==> config.mk <==
export PLATFORM = sky130hd
export DESIGN_NAME = garage_door_cmd_arbiter
export DESIGN_NICKNAME = d
export VERILOG_FILES = /design/src/rtl/gdc_pkg.sv /design/src/rtl/gdc_req_edge.sv /design/src/rtl/garage_door_cmd_arbiter.sv
export SDC_FILE = /design/constraint.sdc
export NUM_CORES = 1
export LEC_CHECK = 0
export ABC_AREA = 1
export BUFFER_PORTS_ARGS = -buffer_cell sky130_fd_sc_hd__buf_2
export CORE_ASPECT_RATIO = 1.5
export CORE_MARGIN = 10
export CORE_UTILIZATION = 25
export CTS_BUF_LIST = sky130_fd_sc_hd__clkbuf_4 sky130_fd_sc_hd__clkbuf_8 sky130_fd_sc_hd__clkbuf_16
export DETAILED_ROUTE_END_ITERATION = 6
export HOLD_SLACK_MARGIN = 0.02
export PLACE_DENSITY_LB_ADDON = 0.25
export SLEW_MARGIN = 0
export SYNTH_ARGS = -nofsm -noshare
export SYNTH_HDL_FRONTEND = slang
export SYNTH_SLANG_ARGS = --single-unit
==> constraint.sdc <==
create_clock -name CLK -period 4.95 [get_ports CLK]
set_input_delay 0.2475 -clock CLK [delete_from_list [all_inputs] [get_ports CLK]]
set_output_delay 0.2475 -clock CLK [all_outputs]
set_load 0.01 [all_outputs]
==> src/rtl/gdc_pkg.sv <==
// Shared types for the garage door command arbiter: FSM states, requester
// indices, travel direction and small decision helpers.
package gdc_pkg;

    typedef enum logic [2:0] {
        IDLE    = 3'd0,
        MV_UP   = 3'd1,
        MV_DN   = 3'd2,
        STOPPED = 3'd3,
        FAULT   = 3'd4
    } gdc_state_e;

    typedef enum logic {
        DIR_DN = 1'b0,
        DIR_UP = 1'b1
    } gdc_dir_e;

    localparam int unsigned REQ_WALL   = 0;
    localparam int unsigned REQ_REMOTE = 1;
    localparam int unsigned REQ_AUTO   = 2;

    // Fixed priority wall > remote > auto; returns one-hot of the winner.
    function automatic logic [2:0] pick_first(input logic [2:0] pend);
        logic [2:0] win;
        win = '0;
        if (pend[REQ_WALL])        win[REQ_WALL]   = 1'b1;
        else if (pend[REQ_REMOTE]) win[REQ_REMOTE] = 1'b1;
        else if (pend[REQ_AUTO])   win[REQ_AUTO]   = 1'b1;
        return win;
    endfunction

    // Mid-travel (no limit active) reverses the last direction of motion.
    function automatic gdc_state_e start_state(input logic up_max, input logic dn_max,
                                               input gdc_dir_e last_dir);
        if (dn_max && !up_max)      return MV_UP;
        else if (up_max && !dn_max) return MV_DN;
        else if (last_dir == DIR_UP) return MV_DN;
        else                        return MV_UP;
    endfunction

endpackage

==> src/rtl/gdc_req_edge.sv <==
// Rising-edge detector feeding a pending-request latch; a new edge is only
// accepted while en_i is high, and clr_i drops a held request.
module gdc_req_edge (
    input  logic clk,
    input  logic rst_n,
    input  logic req_i,
    input  logic en_i,
    input  logic clr_i,
    output logic pend_o
);

    logic prev_q;
    logic pend_q, pend_d;

    always_comb begin
        pend_d = ((req_i & ~prev_q) & en_i) | (pend_q & ~clr_i);
    end

    always_ff @(posedge clk or negedge rst_n) begin
        if (!rst_n) begin
            prev_q <= 1'b0;
            pend_q <= 1'b0;
        end else begin
            prev_q <= req_i;
            pend_q <= pend_d;
        end
    end

    assign pend_o = pend_q;

endmodule

==> src/rtl/garage_door_cmd_arbiter.sv <==
// Garage door motor sequencer arbitrating wall, remote and auto-close requests,
// with run watchdog, obstruction reversal and latched fault.
// Auto-close timer is built only when GDC_AUTO_CLOSE_EN is defined.
module garage_door_cmd_arbiter
    import gdc_pkg::*;
#(
    parameter int RUN_TMO    = 50000,
    parameter int RUN_W      = 16,
    parameter int AUTO_CLOSE = 100000,
    parameter int CLOSE_W    = 20
) (
    input  logic       CLK,
    input  logic       RST,
    input  logic       Wall_Req,
    input  logic       Remote_Req,
    input  logic       UP_Max,
    input  logic       DN_MAX,
    input  logic       Obstruct,
    output logic       UP_M,
    output logic       DN_M,
    output logic [2:0] Grant,
    output logic       Busy,
    output logic       Fault
);

    if (RUN_TMO < 2 || (RUN_TMO - 1) >= (1 << RUN_W)) begin : g_bad_run_w
        $error("RUN_W too narrow for RUN_TMO");
    end
    if (AUTO_CLOSE < 2 || (AUTO_CLOSE - 1) >= (1 << CLOSE_W)) begin : g_bad_close_w
        $error("CLOSE_W too narrow for AUTO_CLOSE");
    end

    gdc_state_e       state_q, state_d;
    gdc_dir_e         last_dir_q, last_dir_d;
    logic [RUN_W-1:0] run_q, run_d;
    logic [2:0]       grant_q, grant_d;
    logic [2:0]       pend;
    logic             moving, flush, run_hit;

    assign moving  = (state_q == MV_UP) || (state_q == MV_DN);
    assign flush   = (state_q == FAULT);
    assign run_hit = moving && (run_q == RUN_W'(RUN_TMO - 1));

    gdc_req_edge u_wall (
        .clk    (CLK),
        .rst_n  (RST),
        .req_i  (Wall_Req),
        .en_i   (!flush),
        .clr_i  (grant_d[REQ_WALL] | flush),
        .pend_o (pend[REQ_WALL])
    );

    gdc_req_edge u_remote (
        .clk    (CLK),
        .rst_n  (RST),
        .req_i  (Remote_Req),
        .en_i   (!flush),
        .clr_i  (grant_d[REQ_REMOTE] | flush),
        .pend_o (pend[REQ_REMOTE])
    );

`ifdef GDC_AUTO_CLOSE_EN
    logic [CLOSE_W-1:0] close_q, close_d;
    logic               auto_pend_q, auto_pend_d;
    logic               close_hit;

    // An auto request raised while the door is moving is discarded, not queued.
    always_comb begin
        close_d   = '0;
        close_hit = 1'b0;
        if (state_q == IDLE && UP_Max && !DN_MAX && !Obstruct) begin
            if (close_q == CLOSE_W'(AUTO_CLOSE - 1)) close_hit = 1'b1;
            else                                     close_d   = close_q + CLOSE_W'(1);
        end
        auto_pend_d = close_hit | (auto_pend_q & ~(grant_d[REQ_AUTO] | flush | moving));
    end

    always_ff @(posedge CLK or negedge RST) begin
        if (!RST) begin
            close_q     <= '0;
            auto_pend_q <= 1'b0;
        end else begin
            close_q     <= close_d;
            auto_pend_q <= auto_pend_d;
        end
    end

    assign pend[REQ_AUTO] = auto_pend_q;
`else
    assign pend[REQ_AUTO] = 1'b0;
`endif

    always_comb begin
        state_d    = state_q;
        grant_d    = '0;
        last_dir_d = last_dir_q;
        if (UP_Max && DN_MAX) begin
            state_d = FAULT;
        end else begin
            unique case (state_q)
                IDLE, STOPPED: begin
                    if (|pend) begin
                        grant_d = pick_first(pend);
                        state_d = start_state(UP_Max, DN_MAX, last_dir_q);
                    end
                end
                MV_UP: begin
                    if (UP_Max)                                state_d = IDLE;
                    else if (run_hit)                          state_d = FAULT;
                    else if (pend[REQ_WALL] | pend[REQ_REMOTE]) begin
                        grant_d = pick_first({1'b0, pend[REQ_REMOTE], pend[REQ_WALL]});
                        state_d = STOPPED;
                    end
                end
                MV_DN: begin
                    // Reversal outranks a stop request; that request stays pending.
                    if (DN_MAX)                                state_d = IDLE;
                    else if (run_hit)                          state_d = FAULT;
                    else if (Obstruct)                         state_d = MV_UP;
                    else if (pend[REQ_WALL] | pend[REQ_REMOTE]) begin
                        grant_d = pick_first({1'b0, pend[REQ_REMOTE], pend[REQ_WALL]});
                        state_d = STOPPED;
                    end
                end
                FAULT:   state_d = FAULT;
                default: state_d = FAULT;
            endcase
        end
        if (state_d == MV_UP) last_dir_d = DIR_UP;
        if (state_d == MV_DN) last_dir_d = DIR_DN;
        if ((state_d == MV_UP || state_d == MV_DN) && state_d == state_q)
            run_d = run_q + RUN_W'(1);
        else
            run_d = '0;
    end

    always_ff @(posedge CLK or negedge RST) begin
        if (!RST) begin
            state_q    <= IDLE;
            last_dir_q <= DIR_DN;
            run_q      <= '0;
            grant_q    <= '0;
        end else begin
            state_q    <= state_d;
            last_dir_q <= last_dir_d;
            run_q      <= run_d;
            grant_q    <= grant_d;
        end
    end

    assign UP_M  = (state_q == MV_UP);
    assign DN_M  = (state_q == MV_DN);
    assign Busy  = moving;
    assign Fault = flush;
    assign Grant = grant_q;

endmodule

==> impl_metrics.toml <==
[timing]
period_share_pct = 38.9
rsz0062_at_grt = "false"
setup_tns_ns = 0
worst_pin_slew_ns = 0.599
drv_slew = 0
fmax_mhz = 519
clock_skew_ns = 0.00183
min_period_ns = 1.93
finalHoldViolCount = 0
relSlewSlack_pct = 60.1
holdWs_ns = 0.0900
setup_violations = 0

[clock_tree]
clock_latency_ns = 0.27
clockRootBuffer = "clkbuf_8"
postCtsSetupBuffers = 0
clock-sinks = 26
clockBufferDepth = 2
cts_tree = "built"
clkSlewWorstSetupHoldPaths_ns = 0.09
ctsHtreeMaxLevel = 1
numCtsBuffers = 3

[detailed_routing]
wl_per_cell_um = 10.9
vias_per_cell = 4.20
wl_um = 2910
dr.pass1.iters = 5
vias = 1126
dr.first_iter.drc_count = 37
ant_nets = 0
drc = 0

[floorplanning]
core_area_um2 = 5830
die_y_um = 115
initial_utilization_pct = 25.7
ioPinCount = 14
fp-row-count = 34
dieArea_um2 = 9550
die_x_um = 83.2

[grt]
grt_pass1_wl_um = 5120
grt_max_degree = 27
busiest_layer = "met2"
use_met1_pct = 6.39
met2_usage_pct = 12.2
grtUsageTotal_pct = 6.50
grt_pass1_vias = 1200
grt_overflow = 0
grt_antenna_before_repair = 0
grt_use_met3_pct = 1.70

[logic_synthesis]
ys_seq_elements = 26
syn_avg_cell_area_um2 = 8.27
synth.net_count = 189
yosysWarnings = 0
syn-cell-area_um2 = 1500
synthTopCellsByCount = "36 x nand2_1, 26 x dfrtp_1, 24 x inv_1, 22 x nor2_1, 12 x nand3_1"
synth-edff-count = 0
syn_inst = 181
synth_ff_type = "dfrtp_1"
synth_area_leaders = "dfrtp_1 43%, nand2_1 9.0%, nor2_4 8.3%, inv_1 6.0%, nor2_1 5.5%"
seq_area_frac_synth_pct = 43.4
synthArstFlopShare_pct = 100
yosysMostFrequentCell = "nand2_1"
synth_top_area_share_pct = 43.4
yosys.area.top_type = "dfrtp_1"
ys_types = 26

[place]
port_buffers = 12
globalplace.congestion = 0.803
place_hpwl_um = 2270

[worst_setup_path]
cpPeakStageDelay_ns = 0.37
worst_path_max_delay_cell = "dfrtp_1"
crit_chain = "ha_1, nand3_1, nor2_1, nand3_2, nand2_2, nand2_2, nand2_4, inv_2, nand2_1, nand2_2, nand2_4, nor2_1"
worst_ep_arrival_time_ns = 2.08
cp_max_fo = 16
worstSetupEndpointType = "flop"
path_common_cell = "nand2_2"
critical-path-top-delay-family = "simple AND/OR/NAND/NOR gates"
critPathLaunchType = "flop"
path_buf_inv = 1
required_ns = 5.10
path_class = "reg2reg"

[power_and_ir_drop]
power_mw = 0.410
vdd_ir_drop_max_uv = 82.3
p_leak_nw = 0.833
pwr_density_cell_nw_per_um2 = 241

[finish]
area_growth_pct = 13.6
nNetsFinal = 205
n_antenna_cell = 0
fin_util_pct = 29.2
drive_above_1_share_pct = 23.0

[outcome]
outcome = "completed"

[job]
maxCapViolations = 0

[min_path]
hold_class = "in2reg"
[cell families (layout without fill, tap and decap cells)]
| group | Yosys count | after routing | share of synthesized area [%] |
|---|---|---|---|
| AND/OR/NAND/NOR | 103 | 103 | 36.9 |
| buffers and inverters | 30 | 45 | 8.86 |
| flip-flops | 26 | 26 | 43.4 |
| XOR/XNOR | 11 | 11 | 6.43 |
| AO/OA/AOI/OAI | 9 | 9 | 3.26 |
| adder cells (fa/ha/maj) | 1 | 1 | 0.835 |
| other | 1 | 1 | 0.250 |
[layout make-up]
cell class                      count  area [um^2]
Sequential cell                    26          651
Fill cell                         632         4130
Timing Repair Buffer               13         70.1
Clock buffer                        3         41.3
Multi-Input combinational cell    125          714
Inverter                           28          105
Clock inverter                      1         30.0
Tap cell                           72         90.1
[worst register-to-register path, delay by kind of cell, from the launching register on]
family / cells / cell delay, ns
simple gates: 10 / 1.21
flops: 1 / 0.37
fa+ha+maj: 1 / 0.19
buf+inv: 1 / 0.04
[state kept, by name (all words and copies together) (netlist names)]
name,flops
last_dir_q,1
u_wall.pend_o,1
Grant,2
state_q,3
run_q,16
u_remote.prev_q,1
u_remote.pend_o,1
u_wall.prev_q,1
[routing by layer]
metal / vias to the layer above / share of wire [%]
li1: 580 / -
met1: 524 / 40
met2: 18 / 53
met3: 4 / 4.3
met4: 0 / 2.1
met5: - / 0
[final timing paths]
check / from / end / slack (ns) / cells after the start
max: run_q[0]$_DFF_PN0_ / run_q[15]$_DFF_PN0_ / 3.02 / 12
min: Remote_Req / u_remote.prev_q$_DFF_PN0_ / 0.09 / 1
max reg2reg: run_q[0]$_DFF_PN0_ / run_q[15]$_DFF_PN0_ / 3.02 / 12
min reg2reg: run_q[0]$_DFF_PN0_ / run_q[0]$_DFF_PN0_ / 0.46 / 1
max in group asynchronous: RST / state_q[2]$_DFF_PN0_ / 4.05 / 2
min in group asynchronous: RST / last_dir_q$_DFFE_PN0P_ / 0.51 / 2
[cell usage in the layout, fill, tap and decap left out, types with 8 or more instances in the layout]
| cell | Yosys | final |
|---|---|---|
| xor2_1 | 9 | 9 |
| nor2_1 | 22 | 22 |
| nor2_4 | 11 | 11 |
| nand3_1 | 12 | 12 |
| nand2_2 | 8 | 8 |
| dfrtp_1 | 26 | 26 |
| nand2_1 | 36 | 36 |
| buf_2 | 0 | 12 |
| inv_1 | 24 | 24 |
[power by group]
part / internal, mW / switching [mW] / total, mW
combinational: 0.00488 / 0.00989 / 0.0148
sequential: 0.216 / 0.00249 / 0.218
clock: 0.108 / 0.0689 / 0.177
[what timing repair did]
| item | CTS | global route |
|---|---|---|
| endpoints found under the hold margin | 26 | 0 |
| gates resized for setup | 0 | 0 |
| endpoints found under the setup margin | 0 | 0 |
| hold buffers | 1 | 0 |
[metrics by stage]
stage                     setup WS, ns  std cells  area (um^2)
after floorplan                   3.27        181         1500
after CTS                         3.01        268         1700
after global placement            3.04        263         1620
final                             3.02        268         1700
after global routing              2.78        268         1700
after detailed placement          3.02        263         1620
Power figures use the tool's default switching activity.
